===== src/rtl/mips_bus_pkg.sv =====
// Shared types and constants for the data-memory stall bridge.
//   bridge_state_t : bridge FSM state encoding (IDLE, BUSY, DONE)
//   BUS_ERR_DATA   : load data returned when an access times out
package mips_bus_pkg;

    typedef enum logic [1:0] {
        IDLE = 2'd0,
        BUSY = 2'd1,
        DONE = 2'd2
    } bridge_state_t;

    localparam logic [31:0] BUS_ERR_DATA = 32'hDEADBEEF;

endpackage


===== src/rtl/bus_watchdog.sv =====
// Saturating cycle counter bounding an external memory access.
//   clk     : clock, rising edge
//   reset   : asynchronous active-low reset, clears the count
//   clr     : synchronous clear (wins over run)
//   run     : count one cycle, saturating at TIMEOUT
//   expired : high while the count equals TIMEOUT
module bus_watchdog #(
    parameter int unsigned TIMEOUT = 255
) (
    input  logic clk,
    input  logic reset,
    input  logic clr,
    input  logic run,
    output logic expired
);

    localparam int unsigned CW = $clog2(TIMEOUT + 1);
    localparam logic [CW-1:0] LIMIT = CW'(TIMEOUT);

    logic [CW-1:0] count;

    always_ff @(posedge clk or negedge reset) begin
        if (!reset) begin
            count <= '0;
        end else if (clr) begin
            count <= '0;
        end else if (run && (count != LIMIT)) begin
            count <= count + CW'(1);
        end
    end

    assign expired = (count == LIMIT);

endmodule


===== src/rtl/mem_stall_bridge.sv =====
// Multi-cycle bridge between the core's data port and a req/ack external memory.
// Stalls the core through cpu_enable until each load or store completes; a watchdog
// aborts accesses that never see ext_ack, returning BUS_ERR_DATA and setting bus_err.
//   clk, reset                       : clock, asynchronous active-low reset
//   enable_in / cpu_enable           : global run enable in, gated core enable out
//   mem_rd, mem_wr, mem_addr,
//   mem_writedata / mem_readdata     : core data port (readdata registered)
//   ext_req, ext_we, ext_addr,
//   ext_wdata (out), ext_rdata,
//   ext_ack (in)                     : external memory handshake
//   bus_err                          : sticky timeout flag
module mem_stall_bridge
    import mips_bus_pkg::*;
#(
    parameter int unsigned wordsize = 32,
    parameter int unsigned ABITS    = 16,
    parameter int unsigned TIMEOUT  = 255
) (
    input  logic                clk,
    input  logic                reset,
    input  logic                enable_in,
    output logic                cpu_enable,
    input  logic                mem_rd,
    input  logic                mem_wr,
    input  logic [wordsize-1:0] mem_addr,
    input  logic [wordsize-1:0] mem_writedata,
    output logic [wordsize-1:0] mem_readdata,
    output logic                ext_req,
    output logic                ext_we,
    output logic [ABITS-1:0]    ext_addr,
    output logic [wordsize-1:0] ext_wdata,
    input  logic [wordsize-1:0] ext_rdata,
    input  logic                ext_ack,
    output logic                bus_err
);

    bridge_state_t state;
    logic          access;
    logic          launch;
    logic          wd_run;
    logic          wd_clr;
    logic          expired;
    logic          unused_addr_bits;

    assign access = (mem_rd | mem_wr) & enable_in;
    assign launch = (state == IDLE) & access;

    // Counting starts in the launch cycle so the count equals the BUSY cycle number;
    // the timeout decision is then made in BUSY cycle TIMEOUT and DONE follows next.
    assign wd_run = launch | (state == BUSY);
    assign wd_clr = ~wd_run;

    bus_watchdog #(
        .TIMEOUT(TIMEOUT)
    ) u_watchdog (
        .clk    (clk),
        .reset  (reset),
        .clr    (wd_clr),
        .run    (wd_run),
        .expired(expired)
    );

    always_comb begin
        cpu_enable = 1'b0;
        case (state)
            IDLE:    cpu_enable = enable_in & ~access;
            BUSY:    cpu_enable = 1'b0;
            DONE:    cpu_enable = enable_in;
            default: cpu_enable = 1'b0;
        endcase
    end

    always_ff @(posedge clk or negedge reset) begin
        if (!reset) begin
            state        <= IDLE;
            ext_req      <= 1'b0;
            ext_we       <= 1'b0;
            ext_addr     <= '0;
            ext_wdata    <= '0;
            mem_readdata <= '0;
            bus_err      <= 1'b0;
        end else begin
            case (state)
                IDLE: begin
                    if (access) begin
                        ext_addr  <= mem_addr[ABITS+1:2];
                        ext_wdata <= mem_writedata;
                        ext_we    <= mem_wr;  // rd and wr together counts as a store
                        ext_req   <= 1'b1;
                        state     <= BUSY;
                    end
                end
                BUSY: begin
                    // An ack in the expiry cycle still counts as a good completion.
                    if (ext_ack) begin
                        ext_req <= 1'b0;
                        if (!ext_we) begin
                            mem_readdata <= ext_rdata;
                        end
                        state <= DONE;
                    end else if (expired) begin
                        ext_req      <= 1'b0;
                        mem_readdata <= wordsize'(BUS_ERR_DATA);
                        bus_err      <= 1'b1;
                        state        <= DONE;
                    end
                end
                DONE: begin
                    // Never relaunch from here: the core has not yet retired the instruction.
                    if (enable_in) begin
                        state <= IDLE;
                    end
                end
                default: state <= IDLE;
            endcase
        end
    end

    assign unused_addr_bits = ^{mem_addr[wordsize-1:ABITS+2], mem_addr[1:0]};

endmodule


===== config.mk =====
export PLATFORM = sky130hd
export DESIGN_NAME = mem_stall_bridge
export DESIGN_NICKNAME = d
export VERILOG_FILES = /design/src/rtl/mips_bus_pkg.sv /design/src/rtl/bus_watchdog.sv /design/src/rtl/mem_stall_bridge.sv
export SDC_FILE = /design/constraint.sdc
export NUM_CORES = 1
export LEC_CHECK = 0
export CORE_ASPECT_RATIO = 1.5
export CORE_MARGIN = 1
export CORE_UTILIZATION = 60
export DETAILED_ROUTE_END_ITERATION = 16
export DONT_BUFFER_PORTS = 1
export PLACE_DENSITY = 0.76
export SKIP_LAST_GASP = 1
export SYNTH_ARGS = -nofsm -noshare
export SYNTH_HDL_FRONTEND = slang
export SYNTH_SLANG_ARGS = --single-unit

===== constraint.sdc =====
create_clock -name clk -period 2.5 [get_ports clk]
set_input_delay 0.625 -clock clk [delete_from_list [all_inputs] [get_ports clk]]
set_output_delay 0.625 -clock clk [all_outputs]
set_load 0.05 [all_outputs]

==> impl_metrics.toml <==
[power_and_ir_drop]
p_total_mw = 7.23
vdd_drop_max_mv = 1.00
leakage_nw = 1.84
powerDensity_nw_per_um2 = 1710

[timing]
period_needed_ns = 2.01
drv_slew = 0
setup_viol = 0
clock.fmax_mhz = 498
whs_ns = -0.0444
slew_headroom_pct = 60.5
tightest_slew_ns = 0.590
finalSetupTns_ns = 0
post-route-period-util_pct = 80.3
rsz0062_at_grt = "false"
finalClockSkew_ns = 0.00890
final-hold-violation-count = 93
worst_slack_ns = 0.492

[worst_setup_path]
crit_type = "reg2out"
r2r_end = "ext_wdata[5]"
cp-start-kind = "register"
cp.required_ns = 1.88
r2r_start = "state[0]"
r2r_slack_ns = 0.60
worst_setup_path_end_kind = "output pin"
arrival_ns = 1.38
ff2ff_path_depth = 4
critPathMaxFanout = 8

[drt]
wirelength_um = 7760
firstDrtPassIters = 5
drtAntennaViolNets = 0
drc = 0
wl_per_cell_um = 21.3
num_vias = 2360
drtIter0Drc = 110
post_drt_via_cell_ratio = 6.48

[logic_synthesis]
synth_area_leaders = "dfrtp_1 59%, mux2_2 11%, o221a_2 6.0%"
syn_area_sq_um = 3970
avgSynthCellArea_sq_um = 14.1
synth-edff-count = 0
yosys.area.top_type = "dfrtp_1"
ys_seq_elements = 93
synth_top_area_share_pct = 58.6
synth_flop_cell = "dfrtp_1"
yosysWarnings = 0
synth_cells = 282
ys_seq_area_share_pct = 58.6
yosys.cell_types.count = 48
async_flop_share_pct = 100
synth_nets = 385

[place]
dpl.cell_count = 348
place_congestion = 0.760
dp_worst_setup_slack_ns = 0.507
placed_area_sq_um = 4010
dp_hpwl_um = 5530
portBuffers = 0

[global_routing]
grt_pass1_wl_um = 11500
antenna_found_initial = 0
grt_max_degree = 94
grt_overflow = 0
track_usage_pct = 23.0
grt_pass1_vias = 2275

[clocking]
path_clk_slew_ns = 0.09
cts_resized = 0
clock_latency_ns = 0.35
cts-htree-levels = 3
numClockSinks = 93
cts-root-buf = "clkbuf_8"
cts_max_path_buffers = 2
post_cts_buffers = 0
cts_buffers = 9
cts_tree = "done"

[outcome]
outcome = "finished with violations"
failed_checks = "negative hold slack"

[die]
start_util_pct = 61.7
core_sq_um = 6440
fp.dieArea_sq_um = 6960
ioPinCount = 186
die-width_um = 68.4
row_count = 36
die_y_um = 102

[final_layout]
layout_commonest_cell = "dfrtp_1"
post-route-util_pct = 65.7
stdcell_count = 364
nets = 386
drive_gt1_share_pct = 29.9
diodes = 0
final_cell_mix = "93 x dfrtp_1, 39 x mux2_2, 21 x o221a_2, 17 x nand2b_1, 10 x clkbuf_8"
fin_area_sq_um = 4230
area_growth_pct = 6.58
fillers = 477

[run]
max_cap_violations = 0

[hold_path]
min_path_type = "in2async"
kinds of logic (layout without fill, tap and decap cells):
family	count (synthesis)	count (layout)	share of synthesized area (%)
buffers and inverters	21	27	3.40
muxes	49	49	13.9
adders and majority gates	1	1	0.315
and+or+nand+nor	62	62	10.2
DFF	93	93	58.6
AOI/OAI and AO/OA	56	56	13.6
layout make-up:
class	instances	area [sq um]	share of cell area, %
clock buffer	10	138	3.25
tap	76	95.1	2.25
inverter	6	22.5	0.532
multi-input combinational	168	1510	35.7
clock inverter	6	91.3	2.16
timing repair buffer	5	50.0	1.18
sequential	93	2330	55.0
registers in the layout (all words and copies together) (netlist names):
| name | count |
|---|---|
| mem_readdata | 32 |
| ext_req | 1 |
| ext_addr | 16 |
| ext_we | 1 |
| u_watchdog.count | 8 |
| bus_err | 1 |
| state | 2 |
| ext_wdata | 32 |
layer usage:
metal | global-route usage, % | wire length (um) | share of wire [%]
met5 | 0 | 0 | 0
met3 | 7.77 | 690 | 8.9
met2 | 36.9 | 4010 | 52
met4 | 9.78 | 163 | 2.1
met1 | 27.9 | 2900 | 37
how the worst max path moves through the flow:
stage / slack (ns) / start / to
floorplan: 0.74 / mem_wr / cpu_enable
global placement: 0.55 / enable_in / ext_wdata[11]
detailed placement: 0.51 / enable_in / ext_wdata[13]
CTS: 0.47 / state[0] / cpu_enable
global route: 0.42 / state[0] / cpu_enable
finish: 0.49 / state[0] / cpu_enable
power breakdown:
group,internal [mW],switching (mW)
clock,0.598,0.518
sequential,2.09,2.69
combinational,0.792,0.537
Yosys cell counts (all sizes together), types with 2 or more instances:
cell type	number
nand3	4
nand4	2
nand2	4
mux2	48
dfrtp	93
and2	8
a21oi	4
a211oi	2
o211ai	2
a221o	8
nor3	6
or2b	9
o221a	24
clkbuf	4
a31oi	3
inv	6
nor2	4
o21ai	4
and2b	2
nor3b	2
nand2b	17
o31ai	2
buf	11
worst max-delay path, cell delays in order, from the launching register on:
cell and delay, ns:
dfrtp_1 0.49, inv_1 0.11, o211a_1 0.43
Power figures use the tool's default switching activity.
